## src/rtl/if_prefetch_stage_if.sv

```systemverilog
// rtl/if_prefetch_stage_if.sv - instruction memory and decode handshake bundle for the prefetch stage
interface if_prefetch_stage_if #(
  parameter int ADDR_W = 32,
  parameter int INST_W = 32
);
  logic              imem_req;
  logic [ADDR_W-1:0] imem_addr;
  logic [INST_W-1:0] imem_rdata;
  logic              out_valid;
  logic              out_ready;
  logic [ADDR_W-1:0] out_pc;
  logic [INST_W-1:0] out_inst;

  modport master (
    output imem_req, imem_addr, out_valid, out_pc, out_inst,
    input  imem_rdata, out_ready
  );

  modport slave (
    input  imem_req, imem_addr, out_valid, out_pc, out_inst,
    output imem_rdata, out_ready
  );
endinterface

```

## src/rtl/if_prefetch_stage.sv

```systemverilog
// rtl/if_prefetch_stage.sv - prefetching fetch stage with DEPTH-entry queue; IF_PREFETCH_BYPASS_EN adds empty-queue response bypass
module if_prefetch_stage #(
  parameter int              ADDR_W   = 32,
  parameter int              INST_W   = 32,
  parameter int              DEPTH    = 4,
  parameter logic [ADDR_W-1:0] RESET_PC = '0,
  parameter int              PC_STEP  = 4
) (
  input  logic              clk,
  input  logic              rst,
  input  logic              branch_taken,
  input  logic [ADDR_W-1:0] branch_addr,
  if_prefetch_stage_if.master bus
);
  localparam int PTR_W = $clog2(DEPTH);
  localparam logic [ADDR_W-1:0] STEP       = ADDR_W'(PC_STEP);
  localparam logic [PTR_W+1:0]  CREDIT_MAX = (PTR_W+2)'(DEPTH);
  localparam logic [PTR_W-1:0]  PTR_ONE    = PTR_W'(1);
  localparam logic [PTR_W:0]    CNT_ONE    = (PTR_W+1)'(1);

  logic [ADDR_W-1:0] fetchPc;
  logic [ADDR_W-1:0] inflightAddr;
  logic              inflight;
  logic [PTR_W-1:0]  rdPtr;
  logic [PTR_W-1:0]  wrPtr;
  logic [PTR_W:0]    count;
  logic [ADDR_W-1:0] qAddr [DEPTH];
  logic [INST_W-1:0] qInst [DEPTH];

  logic              headValid;
  logic              issue;
  logic              push;
  logic              pop;
  logic [PTR_W+1:0]  credit;
  logic [ADDR_W-1:0] outAddr;
  logic [INST_W-1:0] outInst;

  // Credit ignores a same-cycle pop, so a full queue always waits one cycle before refilling.
  assign credit    = {1'b0, count} + {{(PTR_W+1){1'b0}}, inflight};
  assign headValid = (count != '0);
  assign issue     = rst && !branch_taken && (credit < CREDIT_MAX);

  assign bus.imem_req  = issue;
  assign bus.imem_addr = fetchPc;

`ifdef IF_PREFETCH_BYPASS_EN
  logic bypass;
  assign bypass = !headValid && inflight && !branch_taken;
`endif

  always_comb begin
    outAddr       = qAddr[rdPtr];
    outInst       = qInst[rdPtr];
    bus.out_valid = headValid;
    pop           = headValid && bus.out_ready && !branch_taken;
    push          = inflight && !branch_taken;
`ifdef IF_PREFETCH_BYPASS_EN
    if (!headValid) begin
      outAddr = inflightAddr;
      outInst = bus.imem_rdata;
    end
    bus.out_valid = headValid || bypass;
    push          = inflight && !branch_taken && !(bypass && bus.out_ready);
`endif
    bus.out_pc   = bus.out_valid ? outAddr + STEP : '0;
    bus.out_inst = bus.out_valid ? outInst : '0;
  end

  always_ff @(posedge clk or negedge rst) begin
    if (!rst) begin
      fetchPc      <= RESET_PC;
      inflight     <= 1'b0;
      inflightAddr <= '0;
      rdPtr        <= '0;
      wrPtr        <= '0;
      count        <= '0;
    end else if (branch_taken) begin
      fetchPc  <= branch_addr;
      inflight <= 1'b0;
      rdPtr    <= '0;
      wrPtr    <= '0;
      count    <= '0;
    end else begin
      inflight <= issue;
      if (issue) begin
        inflightAddr <= fetchPc;
        fetchPc      <= fetchPc + STEP;
      end
      if (push) wrPtr <= wrPtr + PTR_ONE;
      if (pop)  rdPtr <= rdPtr + PTR_ONE;
      case ({push, pop})
        2'b10:   count <= count + CNT_ONE;
        2'b01:   count <= count - CNT_ONE;
        default: count <= count;
      endcase
    end
  end

  // Queue payload needs no reset; count gates every read of it.
  always_ff @(posedge clk) begin
    if (push) begin
      qAddr[wrPtr] <= inflightAddr;
      qInst[wrPtr] <= bus.imem_rdata;
    end
  end
endmodule

```

## src/flat_wrapper.sv

```systemverilog
// flat-port wrapper written by rule: the top's interface ports become plain ports
module if_prefetch_stage_flat 
#(
  parameter int              ADDR_W   = 32,
  parameter int              INST_W   = 32,
  parameter int              DEPTH    = 4,
  parameter logic [ADDR_W-1:0] RESET_PC = '0,
  parameter int              PC_STEP  = 4
)
  (clk, rst, branch_taken, branch_addr, bus_imem_req, bus_imem_addr, bus_out_valid, bus_out_pc, bus_out_inst, bus_imem_rdata, bus_out_ready);
  if_prefetch_stage_if #(.ADDR_W(ADDR_W), .INST_W(INST_W)) bus_i ();
  input  logic clk;
  input  logic rst;
  input  logic branch_taken;
  input  logic [ADDR_W-1:0] branch_addr;
  output wire logic [$bits(bus_i.imem_req)-1:0] bus_imem_req;
  output wire logic [$bits(bus_i.imem_addr)-1:0] bus_imem_addr;
  output wire logic [$bits(bus_i.out_valid)-1:0] bus_out_valid;
  output wire logic [$bits(bus_i.out_pc)-1:0] bus_out_pc;
  output wire logic [$bits(bus_i.out_inst)-1:0] bus_out_inst;
  input wire logic [$bits(bus_i.imem_rdata)-1:0] bus_imem_rdata;
  input wire logic [$bits(bus_i.out_ready)-1:0] bus_out_ready;
  assign bus_imem_req = bus_i.imem_req;
  assign bus_imem_addr = bus_i.imem_addr;
  assign bus_out_valid = bus_i.out_valid;
  assign bus_out_pc = bus_i.out_pc;
  assign bus_out_inst = bus_i.out_inst;
  assign bus_i.imem_rdata = bus_imem_rdata;
  assign bus_i.out_ready = bus_out_ready;
  if_prefetch_stage #(.ADDR_W(ADDR_W), .INST_W(INST_W), .DEPTH(DEPTH), .RESET_PC(RESET_PC), .PC_STEP(PC_STEP)) u_core (.clk(clk), .rst(rst), .branch_taken(branch_taken), .branch_addr(branch_addr), .bus(bus_i));
endmodule
```

## config.mk

```make
export PLATFORM = sky130hd
export DESIGN_NAME = if_prefetch_stage_flat
export DESIGN_NICKNAME = d
export VERILOG_FILES = /design/src/rtl/if_prefetch_stage_if.sv /design/src/rtl/if_prefetch_stage.sv /design/src/flat_wrapper.sv
export SDC_FILE = /design/constraint.sdc
export NUM_CORES = 1
export LEC_CHECK = 0
export CAP_MARGIN = 20
export CORE_UTILIZATION = 62
export CTS_BUF_LIST = sky130_fd_sc_hd__clkbuf_2 sky130_fd_sc_hd__clkbuf_4 sky130_fd_sc_hd__clkbuf_8
export DETAILED_ROUTE_END_ITERATION = 7
export DONT_BUFFER_PORTS = 1
export HOLD_SLACK_MARGIN = 0.03
export PLACE_DENSITY = 0.79
export SLEW_MARGIN = 20
export SYNTH_ARGS = -nofsm -noshare
export SYNTH_HDL_FRONTEND = slang
export SYNTH_SLANG_ARGS = --single-unit
export TNS_END_PERCENT = 5
```

## constraint.sdc

```tcl
create_clock -name clk -period 4.3 [get_ports clk]
set_input_delay 0.215 -clock clk [delete_from_list [all_inputs] [get_ports clk]]
set_output_delay 0.215 -clock clk [all_outputs]
set_load 0.05 [all_outputs]
```

==> flow_metrics.tcl <==
set metrics [dict create \
    worst_setup_path_end_kind "output port" \
    clockPowerShare 0.229 \
    detailed_place_hpwl_um 16900 \
    fraction_of_the_mapped_netlist_area_in_compound_gates 0.0453 \
    seqCellArea_um2 9490 \
    die-area_um2 22900 \
    timing.fmax_ghz 0.254 \
    syn_inst 899 \
    met2RoutedLength_um 13700 \
    timing.reg2reg.setup_slack_ns 1.61 \
    layout_commonest_cell "edfxtp_1" \
    io_pins 166 \
    worst-endpoint-required_ns 4.09 \
    worstSetupPathType "reg2out" \
    top_layer "met4" \
    met1Wirelength_um 11500 \
    holdCritPathClass "in2reg" \
    area_of_the_core_um2 21800 \
    clock_sink_count 328 \
    die_x_um 151 \
    synth.yosys.seq_area_share 0.688 \
    final_layout_size_suffix_gt1_frac 0.183 \
    ant_nets 0 \
    post_synth_top_flop "edfxtp_1" \
    p_leak_nw 5.55 \
    synth_seq_cells 328 \
    r2r_cells 6 \
    endpoint "bus_out_pc[31]" \
    outcome "complete, no violations" \
    max-cap-violations 0 \
    reg_to_reg_critical_path_endpoint "u_core.bus.imem_addr[31]" \
    dominant_combinational_cell_family_by_area_after_synthesis "simple AND/OR/NAND/NOR gates" \
    synth_edf_count 256 \
    synthXorXnorAreaFrac 0.0108 \
    netlist_area_um2 13800 \
    drt-vias-per-instance 6.15 \
    number_of_buffers_on_the_longest_clock_path 3 \
    clock_root_buffer "clkbuf_8" \
    pin_count_of_the_biggest_net_entering_global_routing 73 \
    switching_share 0.413 \
    antenna_found_initial 0 \
    filler_instances 1289 \
    clkSlewWorstSetupHoldPaths_ns 0.06 \
    clock_latency_on_the_worst_skew_pair_ns 0.57 \
    synth_simple_gate_area_frac 0.119 \
    synthesis.area_per_instance_um2 15.3 \
    worstSetupStartpoint "u_core.rdPtr[1]" \
    critPathLaunchType "register" \
    area_growth_syn_to_fin_pct 15.0 \
    ratio_of_final_minimum_period_to_clock_period 0.915 \
    buffer_ports.inserted 0 \
    tritoncts.num_buffers 49 \
    comb_power_share 0.348 \
    drt_iter0_markers 664 \
    yosys.cell_types.count 57 \
    worst_slew_pin_slew_ns 1.03 \
    ctsHtreeMaxLevel 2 \
    detail_route.drc_violations 0 \
    post_synthesis_mux_area_share 0.112 \
    synthArstFlopShare 0.220 \
    totalNegativeSetupSlack_ns 0 \
    number_of_diodes_added_for_antenna_fixing 0 \
    total_switching_power_mw 4.26 \
    synth_fa_ha_area_frac 0.00689 \
    nets 1082 \
    finalCoreUtilization 0.727 \
    multi_input_comb_area_um2 4070 \
    design_area_um2 15900 \
    grt_pass1_vias 8261 \
    die_y_um 151 \
    grt_first_pass_wirelength_um 43500 \
    grt_overflow_total 0 \
    layout.cells.most_common_list "edfxtp_1, nand2_1, dfrtp_1" \
    worst-path-max-fanout 28 \
    worst_slew_margin_rel 0.313 \
    vias 8157 \
    ir_worst_vdd_uv 496 \
    worst_r2r_startpoint "u_core.bus.imem_addr[14]" \
    power_density_nw_per_um2 649 \
    routed_wire_length_per_instance_um 21.2 \
    routed_wirelength_um 28100 \
    worst_clock_skew_ns 0.0300 \
    met3WireLength_um 2410 \
    gp_congestion 0.829 \
    finalHoldViolCount 0 \
    fin_max_slew_vios 0 \
    worst_ep_arrival_time_ns 3.72 \
    synth.yosys.warnings 0 \
    drt_pre_antenna_iters 5 \
    final_period_minus_worst_setup_slack_ns 3.94 \
    fp-row-count 54 \
    dpl_cell_area_um2 14200 \
    finalSetupViolCount 0 \
    tritoncts "yes" \
    rsz0062_at_grt "no" \
    initial_utilization 0.632 \
    power_report.internal_total_mw 6.04 \
    synth_fp_nets 974 \
    grt_use_total 0.253 \
    seq_power_share 0.423 \
]
[per-stage QoR]
stage	setup WS [ns]	hold slack (ns)	cells	power, mW
5_1_grt	0.175	0.0912	1326	10.8
3_3_place_gp	0.987	-0.0780	1166	7.84
3_5_place_dp	0.945	-0.0781	1166	7.92
2_1_floorplan	0.631	-0.0806	899	7.23
6_report	0.364	0.104	1326	10.3
4_1_cts	0.322	0.0599	1326	10.4
[area by class of cell]
class,instances,area share
well taps,280,0.0221
clock buffers,66,0.0517
repair buffers,101,0.0621
clock inverters,24,0.00639
inverters,13,0.00307
flip-flops and latches,328,0.598
multi-input cells,514,0.256
[sequential cells by signal (all words and copies together), names as in the netlist]
register              cells
u_core.bus.imem_addr     32
u_core.qInst            128
u_core.count              3
u_core.wrPtr              2
u_core.qAddr            128
u_core.inflight           1
u_core.rdPtr              2
u_core.inflightAddr      32
[how the worst min path moves through the flow]
stage                       from                       end  cells after the start  slack [ns]
global placement             rst  u_core.bus.imem_addr[10]                      0       -0.08
detailed placement           rst  u_core.bus.imem_addr[10]                      0       -0.08
finish              branch_taken  u_core.bus.imem_addr[27]                      3        0.10
CTS                 branch_taken   u_core.bus.imem_addr[3]                      3        0.06
global route        branch_taken  u_core.bus.imem_addr[27]                      3        0.09
floorplan                    rst   u_core.bus.imem_addr[0]                      0       -0.08
[repair_timing]
action                    4_1_cts  5_1_grt
setup buffers                   0        0
gates resized for setup         0        0
hold endpoints to repair      239        0
hold buffers                   70        0
[Yosys cell counts (8+ instances only)]
cell	number	area (µm²)
dfrtp_1	72	1800
or4_1	12	90.1
and2_1	40	250
inv_1	12	45.0
nor4_1	9	56.3
o211ai_1	11	82.6
nand2_1	150	563
clkbuf_1	28	105
xnor2_1	13	114
a21oi_1	17	85.1
or3_1	8	50.1
o31ai_1	8	60.1
nor2_1	29	109
edfxtp_1	256	7690
o311ai_0	9	78.8
o21ai_0	21	105
mux4_2	57	1280
nor3_1	12	60.1
nand3_1	32	160
[critical path: stages, from the launching register on]
cell,delay [ns]
dfrtp_2,0.81
buf_4,0.48
mux4_2,0.31
nand2_1,0.07
or4_4,0.52
or4_1,0.52
a21oi_1,0.19
buf_4,0.23
[cells by family after synthesis]
logic type / Yosys count
DFF: 328
and+or+nand+nor: 327
AOI/OAI and AO/OA: 92
muxes: 71
buffers and inverters: 57
xor gates and xnor gates: 17
adders and majority gates: 7
[power groups by stage]
stage / combinational [mW] / sequential [mW] / clock [mW]
2_1_floorplan: 3.02 / 4.21 / 0
3_3_place_gp: 3.45 / 4.39 / 0
3_5_place_dp: 3.50 / 4.42 / 0
6_report: 3.58 / 4.36 / 2.36
4_1_cts: 3.60 / 4.36 / 2.40
5_1_grt: 3.82 / 4.41 / 2.53
[layer usage]
metal | vias to the layer above | GRT usage
met5 | - | 0
met4 | 0 | 0.0735
met3 | 41 | 0.0605
met2 | 366 | 0.415
met1 | 4044 | 0.340
li1 | 3706 | -
Power figures use the tool's default switching activity.
